--- src/rtl/regfister_file.sv ---
// regfister_file: small one-hot addressed register bank.
// Single write bus, single OR-combined read port.
module regfister_file #(
  parameter int WIDTH = 8,
  parameter int NREGS = 4
) (
  input  logic             clk,
  input  logic             nReset,
  input  logic [WIDTH-1:0] A,
  input  logic             RegCE,
  input  logic [NREGS-1:0] RegNum,
  output logic [WIDTH-1:0] out
);

  logic [WIDTH-1:0] regs [NREGS];
  logic [NREGS-1:0] wr_en;

  // per-register write strobe from global enable and one-hot select
  always_comb begin
    wr_en = '0;
    if (RegCE) wr_en = RegNum;
  end

  // each register: sync clear, else clock-enabled load from A
  always_ff @(posedge clk) begin
    for (int i = 0; i < NREGS; i++) begin
      if (nReset) begin
        regs[i] <= '0;
      end else if (wr_en[i]) begin
        regs[i] <= A;
      end
    end
  end

  // read: OR of every selected register, no bypass from A
  always_comb begin
    out = '0;
    for (int i = 0; i < NREGS; i++) begin
      if (RegNum[i]) out = out | regs[i];
    end
  end

endmodule

--- config.mk ---
export PLATFORM = sky130hd
export DESIGN_NAME = regfister_file
export DESIGN_NICKNAME = d
export VERILOG_FILES = /design/src/rtl/regfister_file.sv
export SDC_FILE = /design/constraint.sdc
export NUM_CORES = 1
export LEC_CHECK = 0
export ABC_AREA = 1
export BUFFER_PORTS_ARGS = -buffer_cell sky130_fd_sc_hd__buf_2
export CORE_AREA = 2 2 74 76
export CTS_CLUSTER_DIAMETER = 60
export DETAILED_ROUTE_END_ITERATION = 6
export DIE_AREA = 0 0 76 78
export GPL_TIMING_DRIVEN = 0
export REMOVE_ABC_BUFFERS = 1
export SLEW_MARGIN = 30
export SYNTH_ARGS = -nofsm -noshare
export SYNTH_HDL_FRONTEND = slang
export SYNTH_SLANG_ARGS = --single-unit
export TNS_END_PERCENT = 10
--- constraint.sdc ---
create_clock -name clk -period 1.5 [get_ports clk]
set_clock_uncertainty 0.2 [all_clocks]
set_input_delay 0.3 -clock clk [delete_from_list [all_inputs] [get_ports clk]]
set_output_delay 0.3 -clock clk [all_outputs]
set_load 0.01 [all_outputs]
After elaboration in Yosys (flattened, before gate mapping)
Memory sizes are Yosys's and may differ from the RTL's.
Cells that the tools add are included.
Widths: inputs -> output; s select.
{"block": "totals", "word_cells": 31, "output_inout_bits": 8, "n_memories": 1, "inputBits": 15, "register_bits": 0, "ram_bits": 32}
{"name": "regs", "words": 4, "width": 8, "rd": 4, "rd_clocked_by_memory_dff": 0, "write_ports": 4, "line_no": "15", "rtl": "logic [WIDTH-1:0] regs [NREGS];"}
{"block": "classes", "n_bitwise": 7, "n_mux": 23}
{"cell": "$mux 8", "n": 8}
{"cell": "$or 8x8->8", "n": 3}
{"cell": "$mux 1", "n": 14}
{"cell": "$mux 4", "n": 1}
{"cell": "$or 1x1->1", "n": 4}

Logic depth before layout (Yosys ltp)
Gate-level depths: netlist (run 1).
{"block": "logic_depth", "depth_word": 7, "mapped_depth": 5, "mapped_depth_nobuf": 4}

Worst setup path after synthesis (run 1)
No wires, ideal clock.
{"block": "synth_path", "path_type": "input to register", "startpoint": "input RegNum[2]", "endpoint": "memory regs[2][0] (enable)", "t_arrival_ns": 0.688, "cell_stages": 3, "path_slack_ns": 0.283, "setup_time_ns": 0.329, "path_buffers": 1, "path_cell_list": "buf_4 nand2_1 nand2_1"}
{"item": "start, declared", "line_no": "11", "rtl": "input logic [NREGS-1:0] RegNum,"}
{"item": "end, declared", "line_no": "15"}

==> results.yml, run 1 <==
power:
  p_leak_nw: 0.827
  intPower_mw: 1.46
  seqPwrFrac_pct: 55.9
  ir_worst_vdd_mv: 0.435
  p_total_mw: 1.93
  sw_frac_of_total_pct: 24.2
  switchingPower_mw: 0.466
  comb_power_share_pct: 12.1
  power_density_nw_per_um2: 1090
  p_clk_share_pct: 32.1
synthesis:
  synth_largest_area_cell: "edfxtp_1"
  synth.most_common_cell: "nand2_1"
  synth_area_leaders: "edfxtp_1, nand2_1, nor2_1, inv_1, nand3_4"
  syn_inst: 162
  synth_edf_count: 32
  yosys.cell_types.count: 8
  synth_top_flop_cell: "edfxtp_1"
  syn_area_um2: 1530
  synth-seq-cells: 32
  synth_top_area_share_pct: 62.8
  ys_seq_area_share_pct: 62.8
  yosys-top-cells-count: "nand2_1, edfxtp_1, nor2_1"
  avgSynthCellArea_um2: 9.44
  yosys_warnings: 0
  async_flop_share_pct: 0
grt:
  grt_max_degree: 11
  grt.total_usage_pct: 11.1
  grt_antenna_before_repair: 0
  gr-total-overflow: 0
  grt_first_pass_wirelength_um: 4960
  grt_pass1_vias: 1007
layout:
  top_regs: "regs x32"
  area_growth_pct: 15.9
  drive_gt1_share_pct: 17.1
  fin_nets: 201
  final_cell_area_um2: 1770
  regMostFlops: "regs"
  antennaDiodeCount: 0
  largest_reg_flops: 32
drt:
  ant_nets: 0
  vias: 1050
  drc_errors: 0
  firstDrtPassIters: 5
  drtIter0Drc: 50
  routed_wl_um: 3050
  routed_via_density: 4.09
  routedWlPerCell_um: 11.9
clock_tree:
  clk_pin_slew_ns: 0.06
  cts_sinks: 32
  clockBufferDepth: 2
  cts_made_buffers: 5
  cts_root_buffer: "clkbuf_8"
  cts_tree: "done"
  postCtsSetupRepairBufs: 0
  h-tree-depth: 2
critical_path:
  cp-start-kind: "flop"
  end_kind: "output pin"
  path_max_fanout: 1
  path_class: "reg -> out"
  crit_required_ns: 1.00
  cp_data_arrival_time_ns: 1.00
outcome:
  failed_checks: "setup timing"
  status: "finished with violations"
floorplanning:
  core_um2: 5040
  dieArea_um2: 5930
  start_util_pct: 30.3
  die_y_um: 78
  io_pins: 23
  die_w_um: 76
  rows: 26
worst_hold_path:
  hp-class: "in -> reg"
  holdPathEnd: "regs[3][2]$_SDFFCE_PN0P_"
  holdPathStages: 3
  min_from: "A[2]"
timing:
  period_share_pct: 100
  setup_viol: 1
  fin_ws_ns: -0.00391
  tightest_slew_ns: 0.448
  fin_hold_ws_ns: 0.162
  fin_tns_setup_ns: -0.00391
  max_slew_margin_pct: 70.1
  slew_violations: 0
  fin_crit_ns: 1.50
  hold_viol: 0
  clock.fmax_mhz: 665
  rsz0062_at_grt: "yes"
placed_design:
  portBuffers: 22
  post_dp_cell_area_um2: 1690
  hpwl_um: 1990
  gp_congestion: 0.670
run:
  cap_violations: 0
[logic make-up (layout without fill, tap and decap cells)]
| family | Yosys count | count (layout) | synth area share, % |
|---|---|---|---|
| simple gates | 100 | 100 | 28.2 |
| flops | 32 | 32 | 62.8 |
| buf+inv | 30 | 55 | 9.00 |
[stage by stage]
step,worst slack [ns],utilization (%),instances
5_1_grt,-0.0797,35.1,257
6_report,-0.00391,35.1,257
2_1_floorplan,0.411,-,157
3_3_place_gp,-0.00742,33.4,249
4_1_cts,-0.0156,35.0,257
3_5_place_dp,-0.0547,33.4,249
[routing by layer]
| metal | global-route usage [%] | part of all wire, % | wire (um) | vias to the layer above |
|---|---|---|---|---|
| li1 | - | - | - | 546 |
| met1 | 12.8 | 44 | 1350 | 471 |
| met2 | 19.3 | 48 | 1480 | 27 |
| met3 | 3.49 | 5.5 | 167 | 6 |
| met4 | 4.36 | 1.8 | 55 | 0 |
| met5 | 0 | 0 | 0 | - |
[critical path, cell delays in order (launching register included)]
cell	delay, ns
edfxtp_1	0.37
nand2_1	0.07
nand2_1	0.04
inv_1	0.05
nand2_1	0.06
buf_2	0.14
[how the worst max path moves through the flow]
stage                                        start                       end  cells past startpoint
after global routing      regs[0][3]$_SDFFCE_PN0P_                    out[3]                      5
after detailed placement                 RegNum[3]  regs[3][6]$_SDFFCE_PN0P_                      3
after CTS                 regs[3][7]$_SDFFCE_PN0P_                    out[7]                      5
final                     regs[3][7]$_SDFFCE_PN0P_                    out[7]                      5
after global placement                       RegCE  regs[2][6]$_SDFFCE_PN0P_                      3
after floorplan                             nReset  regs[0][0]$_SDFFCE_PN0P_                      2
[area by class of cell]
| class | count | area [um^2] |
|---|---|---|
| inverters | 25 | 96.3 |
| clock buffers | 7 | 76.3 |
| well taps | 70 | 87.6 |
| fillers | 548 | 3270 |
| clock inverters | 1 | 3.75 |
| multi-input cells | 100 | 430 |
| repair buffers | 22 | 116 |
| flip-flops and latches | 32 | 961 |
[what timing repair did]
item,in CTS,in global routing
gates resized for setup,0,1
hold buffers,0,0
endpoints found under the setup margin,4,8
pin swaps,5,3
[power by group through the flow]
stage | Sequential (mW) | Clock [mW] | Combinational (mW)
2_1_floorplan | 1.09 | 0 | 0.131
3_3_place_gp | 1.09 | 0 | 0.229
3_5_place_dp | 1.10 | 0 | 0.233
4_1_cts | 1.08 | 0.632 | 0.234
5_1_grt | 1.09 | 0.660 | 0.262
6_report | 1.08 | 0.618 | 0.232
[placed cells by master, fill, tap and decap left out]
cell type,synthesis,final
nand3_4,4,4
buf_6,1,1
nor2_1,32,32
nand2_1,64,64
buf_2,0,21
inv_1,24,24
clkbuf_8,0,5
edfxtp_1,32,32
clkinv_1,0,1
inv_4,1,1
clkbuf_1,0,2
Note: power is estimated with default switching activity, not from simulation.
==> run 2, diff against run 1 <==
--- a/config.mk
+++ b/config.mk
@@ -6,7 +6,7 @@
 export NUM_CORES = 1
 export LEC_CHECK = 0
 export ABC_AREA = 1
-export BUFFER_PORTS_ARGS = -buffer_cell sky130_fd_sc_hd__buf_2
+export BUFFER_PORTS_ARGS = -buffer_cell sky130_fd_sc_hd__clkbuf_2
 export CORE_AREA = 2 2 74 76
 export CTS_CLUSTER_DIAMETER = 60
 export DETAILED_ROUTE_END_ITERATION = 6
==> results.yml, run 2 (synthesis gave the netlist of run 1 again) <==
power:
  power_density_nw_per_um2: 1090
  ir_worst_vdd_mv: 0.467
  p_leak_nw: 0.831
layout:
  largest_reg_flops: 32
  stdcell_count: 257
  final_common_cell: "nand2_1"
  top_regs: "regs x32"
  area_growth_pct: 15.5
  drive_gt1_share_pct: 17.1
  regMostFlops: "regs"
  mostFrequentLayoutCells: "nand2_1, nor2_1, edfxtp_1, inv_1, clkbuf_2"
  antennaDiodeCount: 0
  fin_nets: 201
  fillers: 549
critical_path:
  cp-start-kind: "flop"
  crit_required_ns: 1.00
  startpoint: "regs[1][7]$_SDFFCE_PN0P_"
  path_class: "reg -> out"
  path_max_fanout: 1
  end_kind: "output pin"
  cp_data_arrival_time_ns: 0.99
timing:
  fin_crit_ns: 1.49
  fin_hold_ws_ns: 0.162
  period_share_pct: 99.5
  hold_viol: 0
  clock.fmax_mhz: 670
  setup_viol: 0
  fin_tns_setup_ns: 0
  tightest_slew_ns: 0.422
  max_slew_margin_pct: 71.8
  slew_violations: 0
  rsz0062_at_grt: "yes"
worst_hold_path:
  min_from: "A[2]"
  hp-class: "in -> reg"
drt:
  ant_nets: 0
  vias: 1068
  routed_wl_um: 3060
  drc_errors: 0
  drtIter0Drc: 29
  routedWlPerCell_um: 11.9
  firstDrtPassIters: 4
  routed_via_density: 4.16
grt:
  grt.total_usage_pct: 11.6
  grt_first_pass_wirelength_um: 5150
  grt_max_degree: 11
  grt_pass1_vias: 1063
  grt_antenna_before_repair: 0
  gr-total-overflow: 0
clock_tree:
  clockBufferDepth: 2
  cts.repair.resized: 0
  postCtsSetupRepairBufs: 0
  cts_root_buffer: "clkbuf_8"
  cts_made_buffers: 5
  h-tree-depth: 2
  cts_sinks: 32
  cts_hold_buf: 0
  clk_pin_slew_ns: 0.06
  cts_tree: "done"
floorplanning:
  core_um2: 5040
  dieArea_um2: 5930
  die_y_um: 78
  rows: 26
  start_util_pct: 30.3
  io_pins: 23
  die_w_um: 76
run:
  cap_violations: 0
placed_design:
  hpwl_um: 2020
  dpl.cell_count: 249
  portBuffers: 22
  gp_congestion: 0.670
outcome:
  status: "finished clean"
==> run 2: per-layer routing <==
metal | vias up | GRT usage [%] | wire length, um
li1 | 546 | - | -
met3 | 5 | 4.07 | 148
met5 | - | 0 | 0
met4 | 0 | 5.45 | 65
met1 | 495 | 13.7 | 1380
met2 | 22 | 19.1 | 1470
==> run 2: worst paths after layout <==
kind                                        to  cells after the start
worst max-delay path                    out[7]                      5
worst min-delay path  regs[0][2]$_SDFFCE_PN0P_                      3
==> run 2: cell type report <==
cell class              count  area [um^2]  share of cell area [%]
well taps                  70         87.6                    4.96
flip-flops and latches     32          961                    54.4
clock buffers               7         76.3                    4.32
repair buffers             22          110                    6.24
multi-input cells         100          430                    24.4
clock inverters             1         3.75                   0.213
inverters                  25         96.3                    5.46
==> run 2: worst max-delay path: stages, from the launching register on <==
cell and delay [ns]:
edfxtp_1 0.37, nand2_1 0.07, nand2_1 0.05, inv_1 0.04
nand2_1 0.06, clkbuf_2 0.13
==> run 2: per-stage QoR <==
stage	instance area, um^2	utilization, %	total power [mW]	worst slack [ns]
floorplan	1490	-	1.22	0.411
global placement	1690	33.4	1.32	-0.0264
detailed placement	1690	33.4	1.33	-0.0773
CTS	1770	35.0	1.95	-0.00873
global route	1770	35.0	2.00	-0.0820
finish	1770	35.0	1.92	0.00686
==> run 2: report_power, final <==
part | leakage, nW | internal [mW] | total [mW] | switching [mW]
registers | 0.325 | 1.06 | 1.08 | 0.0163
logic | 0.465 | 0.0736 | 0.228 | 0.155
clock network | 0.0399 | 0.322 | 0.614 | 0.291
total | 0.831 | 1.46 | 1.92 | 0.462
